==> src/rtl/sim_pkg.sv <==
// Shared definitions for the Verlet rope simulation: scheduler FSM states,
// default rope geometry and index-width helpers used by the node array too.
package sim_pkg;

  typedef enum logic [1:0] {
    IDLE      = 2'd0,
    VERLET    = 2'd1,
    CONSTRAIN = 2'd2,
    DONE      = 2'd3
  } sched_state_t;

  localparam int DEF_NUM_NODES        = 8;
  localparam int DEF_CONSTRAINT_ITERS = 4;

  // Index width for a counter spanning 0..n-1, never narrower than 1 bit.
  function automatic int idx_w(input int n);
    return (n <= 2) ? 1 : $clog2(n);
  endfunction

  localparam int PAIR_W_DEF = idx_w(DEF_NUM_NODES - 1);
  localparam int ITER_W_DEF = idx_w(DEF_CONSTRAINT_ITERS);

endpackage

==> src/rtl/sched_pair_iter_counter.sv <==
// Nested constraint-pair / pass counter for the frame scheduler.
// Ports: clk, reset, clr, en in; pair_idx, iter_idx, last_pair_last_iter out.
module sched_pair_iter_counter #(
  parameter int NUM_PAIRS = 7,
  parameter int NUM_ITERS = 4,
  parameter int PAIR_W    = 3,
  parameter int ITER_W    = 2
) (
  input  logic              clk,
  input  logic              reset,
  input  logic              clr,
  input  logic              en,
  output logic [PAIR_W-1:0] pair_idx,
  output logic [ITER_W-1:0] iter_idx,
  output logic              last_pair_last_iter
);

  logic last_pair;
  logic last_iter;

  assign last_pair = (pair_idx == PAIR_W'(NUM_PAIRS - 1));
  assign last_iter = (iter_idx == ITER_W'(NUM_ITERS - 1));
  assign last_pair_last_iter = last_pair & last_iter;

  // Wrapping the final pair of the final pass lands both at 0, so the
  // counter is already cleared when the FSM reaches DONE.
  always_ff @(posedge clk) begin
    if (reset || clr) begin
      pair_idx <= '0;
      iter_idx <= '0;
    end else if (en) begin
      if (last_pair) begin
        pair_idx <= '0;
        iter_idx <= last_iter ? '0 : iter_idx + ITER_W'(1);
      end else begin
        pair_idx <= pair_idx + PAIR_W'(1);
      end
    end
  end

endmodule

==> src/rtl/sim_step_scheduler.sv <==
// Frame sequencer for the rope node array: one Verlet strobe, then
// CONSTRAINT_ITERS passes over all adjacent pairs, then a done pulse.
// Ports: clk, reset, frame_tick, run, render_busy in;
//   verlet_state, fix_constraint_state, pair_idx, iter_idx, busy,
//   frame_done, frame_count, overrun_count out.
module sim_step_scheduler
  import sim_pkg::*;
#(
  parameter int NUM_NODES        = DEF_NUM_NODES,
  parameter int CONSTRAINT_ITERS = DEF_CONSTRAINT_ITERS,
  parameter int FRAME_CNT_W      = 16,
  localparam int PAIR_W          = idx_w(NUM_NODES - 1),
  localparam int ITER_W          = idx_w(CONSTRAINT_ITERS)
) (
  input  logic                   clk,
  input  logic                   reset,
  input  logic                   frame_tick,
  input  logic                   run,
  input  logic                   render_busy,
  output logic                   verlet_state,
  output logic                   fix_constraint_state,
  output logic [PAIR_W-1:0]      pair_idx,
  output logic [ITER_W-1:0]      iter_idx,
  output logic                   busy,
  output logic                   frame_done,
  output logic [FRAME_CNT_W-1:0] frame_count,
  output logic [7:0]             overrun_count
);

  sched_state_t state_q;
  sched_state_t state_d;
  logic         pending_q;
  logic         accept;
  logic         in_constrain;
  logic         last_step;

  assign accept = (state_q == IDLE) & (frame_tick | pending_q)
                & run & ~render_busy;
  assign in_constrain = (state_q == CONSTRAIN);
  assign busy = (state_q != IDLE);

  sched_pair_iter_counter #(
    .NUM_PAIRS (NUM_NODES - 1),
    .NUM_ITERS (CONSTRAINT_ITERS),
    .PAIR_W    (PAIR_W),
    .ITER_W    (ITER_W)
  ) u_cnt (
    .clk                 (clk),
    .reset               (reset),
    .clr                 (~in_constrain),
    .en                  (in_constrain),
    .pair_idx            (pair_idx),
    .iter_idx            (iter_idx),
    .last_pair_last_iter (last_step)
  );

  always_ff @(posedge clk) begin
    if (reset) begin
      state_q <= IDLE;
    end else begin
      state_q <= state_d;
    end
  end

  always_comb begin
    state_d              = state_q;
    verlet_state         = 1'b0;
    fix_constraint_state = 1'b0;
    frame_done           = 1'b0;
    unique case (state_q)
      IDLE: begin
        if (accept) state_d = VERLET;
      end
      VERLET: begin
        verlet_state = 1'b1;
        state_d      = CONSTRAIN;
      end
      CONSTRAIN: begin
        fix_constraint_state = 1'b1;
        if (last_step) state_d = DONE;
      end
      DONE: begin
        frame_done = 1'b1;
        state_d    = IDLE;
      end
      default: state_d = IDLE;
    endcase
  end

  // One-deep request latch. A tick that finds a request already latched
  // is a dropped frame, even if that latched request starts right now.
  always_ff @(posedge clk) begin
    if (reset) begin
      pending_q     <= 1'b0;
      overrun_count <= '0;
      frame_count   <= '0;
    end else begin
      if (accept) begin
        pending_q <= 1'b0;
      end else if (frame_tick) begin
        pending_q <= 1'b1;
      end
      if (frame_tick && pending_q && overrun_count != 8'hFF) begin
        overrun_count <= overrun_count + 8'd1;
      end
      if (state_q == DONE) begin
        frame_count <= frame_count + FRAME_CNT_W'(1);
      end
    end
  end

endmodule

==> config.mk <==
export PLATFORM = sky130hd
export DESIGN_NAME = sim_step_scheduler
export DESIGN_NICKNAME = d
export VERILOG_FILES = /design/src/rtl/sim_pkg.sv /design/src/rtl/sched_pair_iter_counter.sv /design/src/rtl/sim_step_scheduler.sv
export SDC_FILE = /design/constraint.sdc
export NUM_CORES = 1
export LEC_CHECK = 0
export CAP_MARGIN = 0
export CORE_MARGIN = 2
export CORE_UTILIZATION = 50
export CTS_CLUSTER_SIZE = 10
export DETAILED_ROUTE_END_ITERATION = 16
export GPL_TIMING_DRIVEN = 1
export PLACE_DENSITY = 0.79
export SLEW_MARGIN = 20
export SYNTH_ARGS = -nofsm -noshare
export SYNTH_HDL_FRONTEND = slang
export SYNTH_SLANG_ARGS = --single-unit
==> constraint.sdc <==
create_clock -name clk -period 4.35 [get_ports clk]
set_input_delay 0.435 -clock clk [delete_from_list [all_inputs] [get_ports clk]]
set_output_delay 0.435 -clock clk [all_outputs]
set_load 0.01 [all_outputs]
==> metrics.md, run 1 <==
| Metric | Value |
|---|---|
| Post-synthesis sequential area ratio | `41.8%` |
| Synthesized cell area | `1530 um2` |
| Worst Skew | `0.00746 ns` |
| Initial antenna violation count | `0` |
| Die height | `59.4 um` |
| Reg2Reg Depth | `5` |
| Die W | `59.4 um` |
| # IOs | `38` |
| Root Driver | `clkbuf_4` |
| Final min period | `2.17 ns` |
| Static Leak | `0.695 nW` |
| Slew Limit Fails | `0` |
| Share of cells above drive strength 1 | `8.78%` |
| Total gr overflow | `0` |
| Post-synth EDFFs | `0` |
| Reg2reg setup slack | `2.49 ns` |
| Yosys warns | `0` |
| Largest net degree at the start of global routing | `30` |
| Synthesized instance count | `164` |
| Post-DP HPWL | `2400 um` |
| GRT Overall Usage | `21.3%` |
| Final Core Density | `67.4%` |
| CP Data Required Time | `3.91 ns` |
| CP Data Arrival Time | `1.74 ns` |
| FMAX | `460 MHz` |
| Final setup viols | `0` |
| Post-synth cell types | `37` |
| Flop and latch count out of synthesis | `32` |
| Crit-path max FO | `7` |
| Initial DRC count | `100` |
| Status | `completed` |
| Num CTS Buffers | `5` |
| CTS tree | `yes` |
| Post-CTS setup buffer count | `0` |
| Clock Path Buffers | `2` |
| Core area | `2980 um2` |
| Global-route wire length before repair | `5490 um` |
| Most frequent cells in the layout | `clkdlybuf4s50_1 (37), dfxtp_1 (32), nor2_1 (27)` |
| Number of global-route vias before repair | `1239` |
| Origin of the critical flop-to-flop path | `state_q[1]$_SDFFE_PP0P_` |
| Clk Latency, worst-skew pair | `0.33 ns` |
| Hold-fix buffers, CTS | `0` |
| GP Congestion | `0.797` |
| Die ar. | `3530 um2` |
| Clock-pin slew on the worst setup and hold paths | `0.10 ns` |
| Hold Fails Final Rpt | `0` |
| Drt wl/cell | `13.5 um` |
| P&R area growth vs syn | `30.8%` |
| Mean Syn Cell Area | `9.35 um2` |
| Max-Cap Viols | `0` |
| Crit path launch type | `register` |
| Row count | `20` |
| Remaining DRCs | `0` |
| DR pass1 iterations | `4` |
| Total wire length | `3210 um` |
| Worst Hold Class | `reg -> reg` |
| Nets | `216` |
| Antenna violation net count after detailed routing | `0` |
| Ys flop type | `dfxtp_1` |
| Critical path capture point type | `output pin` |
| Worst IR Drop VDD | `0.000283 V` |
| Slew headroom | `34.0%` |
| H-tree depth | `2` |
| Crit path to | `frame_done` |
| Commonest non-fill, non-tap cell in the layout | `clkdlybuf4s50_1` |
| PortBufs | `37` |
| Via count | `1293` |
| Vias per Instance | `5.43` |
| Diode count | `0` |
| Critical setup path kind | `reg -> out` |
| Tcrit/Tclk final | `50.0%` |
| Worst Setup SP | `state_q[1]$_SDFFE_PP0P_` |
| CTS-repair resized insts | `0` |
| CTS sink count | `32` |
| Slew of the pin with the lowest slew margin | `0.987 ns` |
| Reg2Reg Capture Point | `frame_count[15]$_SDFFE_PP0P_` |
| Synth Net Count | `176` |
| Pwr dens | `320 nW/um2` |
| Starting Density | `51.5%` |
| Setup TNS | `0 ns` |
| RSZ-0062 raised after global routing | `no` |
| Asr flop ratio synth | `0%` |
==> metal layers <==
metal | vias up | track usage, % | wire length (um)
li1 | 650 | - | -
met5 | - | 0 | 0
met2 | 27 | 36.9 | 1610
met3 | 5 | 6.55 | 147
met4 | 0 | 10.1 | 59
met1 | 611 | 23.5 | 1380
==> sequential cells by signal, indices dropped and copies added, names as in the netlist <==
| signal | cells |
|---|---|
| u_cnt.pair_idx | 3 |
| frame_count | 16 |
| state_q | 2 |
| overrun_count | 8 |
| pending_q | 1 |
| u_cnt.iter_idx | 2 |
==> synthesized netlist by cell type, drive strengths merged (2+ instances only) <==
cell type | instances | area, um2
dfxtp | 32 | 641
nor2 | 27 | 101
xnor2 | 14 | 123
inv | 11 | 41.3
nand2 | 10 | 37.5
a21oi | 7 | 35.0
ha | 7 | 87.6
mux2i | 5 | 50.1
nand3 | 5 | 25.0
nand4 | 5 | 52.6
nor4 | 5 | 65.1
xor2 | 4 | 35.0
clkbuf | 3 | 11.3
nand2b | 3 | 18.8
nor3 | 3 | 15.0
a2111oi | 2 | 30.0
a211oi | 2 | 15.0
and3 | 2 | 17.5
nand3b | 2 | 15.0
o21ai | 2 | 10.0
or3 | 2 | 12.5
==> stage by stage <==
| stage | setup slack, ns | cells | power [W] | hold slack [ns] | cell area [um2] |
|---|---|---|---|---|---|
| after floorplan | 2.75 | 164 | 0.000382 | 0.482 | 1530 |
| after global placement | 2.32 | 230 | 0.000422 | 0.481 | 1930 |
| after detailed placement | 2.29 | 230 | 0.000428 | 0.488 | 1930 |
| after CTS | 2.16 | 238 | 0.000650 | 0.501 | 2010 |
| after global routing | 2.08 | 238 | 0.000680 | 0.540 | 2010 |
| final | 2.18 | 238 | 0.000643 | 0.501 | 2010 |
==> worst min path at each step <==
stage / cells past startpoint / to / from / slack [ns]
2_1_floorplan: 2 / state_q[1]$_SDFFE_PP0P_ / state_q[1]$_SDFFE_PP0P_ / 0.48
3_3_place_gp: 2 / overrun_count[6]$_SDFFE_PP0P_ / overrun_count[6]$_SDFFE_PP0P_ / 0.48
3_5_place_dp: 2 / overrun_count[6]$_SDFFE_PP0P_ / overrun_count[6]$_SDFFE_PP0P_ / 0.49
4_1_cts: 2 / overrun_count[6]$_SDFFE_PP0P_ / overrun_count[6]$_SDFFE_PP0P_ / 0.50
5_1_grt: 2 / overrun_count[6]$_SDFFE_PP0P_ / overrun_count[6]$_SDFFE_PP0P_ / 0.54
6_report: 2 / overrun_count[6]$_SDFFE_PP0P_ / overrun_count[6]$_SDFFE_PP0P_ / 0.50
==> layout make-up <==
class | instances | area, um2
repair buffers | 37 | 370
clock buffers | 6 | 41.3
clock inverters | 2 | 35.0
fillers | 245 | 971
inverters | 11 | 41.3
flip-flops and latches | 32 | 641
well taps | 33 | 41.3
multi-input cells | 117 | 837
==> worst max-delay path, stage by stage (launching register included) <==
cell	delay [ns]
dfxtp_1	0.40
ha_1	0.39
clkdlybuf4s50_1	0.61
==> cell families (layout without fill, tap and decap cells) <==
family                   Yosys count  in the layout  share of synthesized area (%)
flip-flops                        32             32                           41.8
multiplexers                       5              5                           3.26
XOR/XNOR                          18             18                           10.3
AO/OA/AOI/OAI                     18             18                           8.56
buffers and inverters             15             56                           3.67
adder cells (fa/ha/maj)            7              7                           5.71
AND/OR/NAND/NOR                   69             69                           26.8
==> where the power goes <==
| part | leakage [nW] | switching (W) | total (W) | internal [W] |
|---|---|---|---|---|
| registers | 0.258 | 0.0000119 | 0.000315 | 0.000304 |
| clock network | 0.0422 | 0.000103 | 0.000223 | 0.000120 |
| logic | 0.394 | 0.0000511 | 0.000104 | 0.0000533 |
| total | 0.695 | 0.000166 | 0.000643 | 0.000477 |
Note: power is estimated with default switching activity, not from simulation.
==> inputs of run 2 (changes only) <==
- CORE_UTILIZATION: 50 -> 44
- PLACE_DENSITY: 0.79 -> 0.73
- clock period: 4.35 -> 1.76 ns (I/O delays scaled with it)
==> run 2 against run 1 <==
  * Combinational power rose by 150%
  * Highest routed layer unchanged
  * Critical endpoint unchanged
  * Utilization fell by 6.5 points
  * Sequential power grew 150%
  * Register-to-register slack worse by 2.3 ns
==> metrics.md, run 2 (synthesis gave the netlist of run 1 again) <==
| Metric | Value |
|---|---|
| P&R area growth vs syn | `32.4%` |
| GP Congestion | `0.800` |
| Post-DP HPWL | `2460 um` |
| Finished Cell Area | `2030 um2` |
| Biggest regs | `frame_count: 16 flops, overrun_count: 8 flops, u_cnt.pair_idx: 3 flops` |
| Net Sw Frac | `26.0%` |
| Number of global-route vias before repair | `1268` |
| Critical path capture point type | `output pin` |
| Static Leak | `0.701 nW` |
| Worst Skew | `0.00738 ns` |
| CTS tree | `yes` |
| Row count | `21` |
| PortBufs | `37` |
| FMAX | `585 MHz` |
| Initial DRC count | `61` |
| Clock-pin slew on the worst setup and hold paths | `0.09 ns` |
| Max reg flops | `16` |
| FILL cells | `308` |
| Slew of the pin with the lowest slew margin | `0.340 ns` |
| Crit-path max FO | `7` |
| Die ar. | `3970 um2` |
| Combinational Power Share | `17.1%` |
| Final min period | `1.71 ns` |
| Final Core Density | `60.9%` |
| Total gr overflow | `0` |
| Drt wl/cell | `12.3 um` |
| Pwr dens | `736 nW/um2` |
| Reg with most FFs | `frame_count` |
| Setup TNS | `0 ns` |
| Vias per Instance | `5.00` |
| Clk Latency, worst-skew pair | `0.33 ns` |
| Root Driver | `clkbuf_4` |
| Int Power | `0.00111 W` |
| Hold-fix buffers, CTS | `0` |
| Tcrit/Tclk final | `97.2%` |
| Global-route wire length before repair | `5420 um` |
| Remaining DRCs | `0` |
| Total wire length | `3100 um` |
| H-tree depth | `2` |
| Max-Cap Viols | `0` |
| Critical setup path kind | `reg -> out` |
| CP Data Required Time | `1.58 ns` |
| Fin worst setup slack | `0.0491 ns` |
| Slew headroom | `77.3%` |
| Status | `completed` |
| NetSw | `0.000389 W` |
| Largest net degree at the start of global routing | `20` |
| DR pass1 iterations | `4` |
| Num CTS Buffers | `5` |
| Worst IR Drop VDD | `0.000630 V` |
| Diode count | `0` |
| Worst Hold Class | `in -> reg` |
| Core area | `3340 um2` |
| Slew Limit Fails | `0` |
| Commonest non-fill, non-tap cell in the layout | `clkdlybuf4s50_1` |
| CTS sink count | `32` |
| Most frequent cells in the layout | `clkdlybuf4s50_1 (36), dfxtp_1 (30), nor2_1 (27)` |
| Share of cells above drive strength 1 | `11.2%` |
| # IOs | `38` |
| Clock share of power | `30.5%` |
| Via count | `1259` |
| GRT Overall Usage | `17.5%` |
| RSZ-0062 raised after global routing | `yes` |
| Die height | `63.0 um` |
| Initial antenna violation count | `0` |
| Antenna violation net count after detailed routing | `0` |
| Nets | `218` |
| Starting Density | `46.0%` |
| Register share of total power | `52.4%` |
| Clock Path Buffers | `2` |
| CP Data Arrival Time | `1.53 ns` |
| Final setup viols | `0` |
| Die W | `63.0 um` |
| DP Area | `1960 um2` |
| DP Worst Slack | `0.0987 ns` |
| Crit path launch type | `register` |
| Hold Fails Final Rpt | `0` |
==> run 2: changes by cell type in the layout (fill, tap and decap cells not counted), moves of 2 or more <==
cell,before,now
clkbuf_8,0,2
dfxtp_1,32,30
buf_4,0,2
dfxtp_2,0,2
==> run 2: through the flow <==
step | total power, W | hold slack [ns] | std cells
after CTS | 0.00151 | 0.437 | 252
after global routing | 0.00158 | 0.440 | 252
after global placement | 0.00105 | 0.484 | 245
after detailed placement | 0.00106 | 0.492 | 245
final | 0.00149 | 0.442 | 252
after floorplan | 0.000944 | 0.292 | 164
==> run 2: final timing paths <==
check | from | to | slack (ns) | cells past startpoint
max | state_q[1]$_SDFFE_PP0P_ | frame_done | 0.05 | 2
min | render_busy | pending_q$_SDFFE_PP0P_ | 0.44 | 3
max reg2reg | state_q[1]$_SDFFE_PP0P_ | frame_count[15]$_SDFFE_PP0P_ | 0.22 | 5
min reg2reg | overrun_count[6]$_SDFFE_PP0P_ | overrun_count[6]$_SDFFE_PP0P_ | 0.50 | 2
==> run 2: critical path, stage by stage (launching register included) <==
cell	delay, ns
dfxtp_2	0.37
ha_2	0.26
clkdlybuf4s50_1	0.58
==> run 2: power by group through the flow <==
stage	registers [W]	clock network, W	logic (W)
2_1_floorplan	0.000793	0	0.000151
3_3_place_gp	0.000792	0	0.000256
3_5_place_dp	0.000796	0	0.000267
4_1_cts	0.000783	0.000468	0.000260
5_1_grt	0.000788	0.000507	0.000287
6_report	0.000783	0.000456	0.000256
==> run 2: repair_timing <==
| item | CTS | global route |
|---|---|---|
| endpoints found under the setup margin | 2 | 2 |
| setup buffers | 0 | 0 |
| gates resized for setup | 4 | 0 |
==> run 2: layer usage <==
metal / vias to the layer above / part of all wire, % / global-route usage [%]
li1: 647 / - / -
met1: 586 / 42 / 18.8
met2: 21 / 52 / 31.5
met3: 5 / 3.9 / 5.23
met4: 0 / 1.8 / 7.50
met5: - / 0 / 0
==> run 2: final cells by class <==
type	instances	area, um2	area share (%)
multi-input cells	117	840	41.3
well taps	46	57.6	2.83
inverters	11	41.3	2.03
repair buffers	39	384	18.9
clock buffers	7	65.1	3.20
flip-flops and latches	32	643	31.7
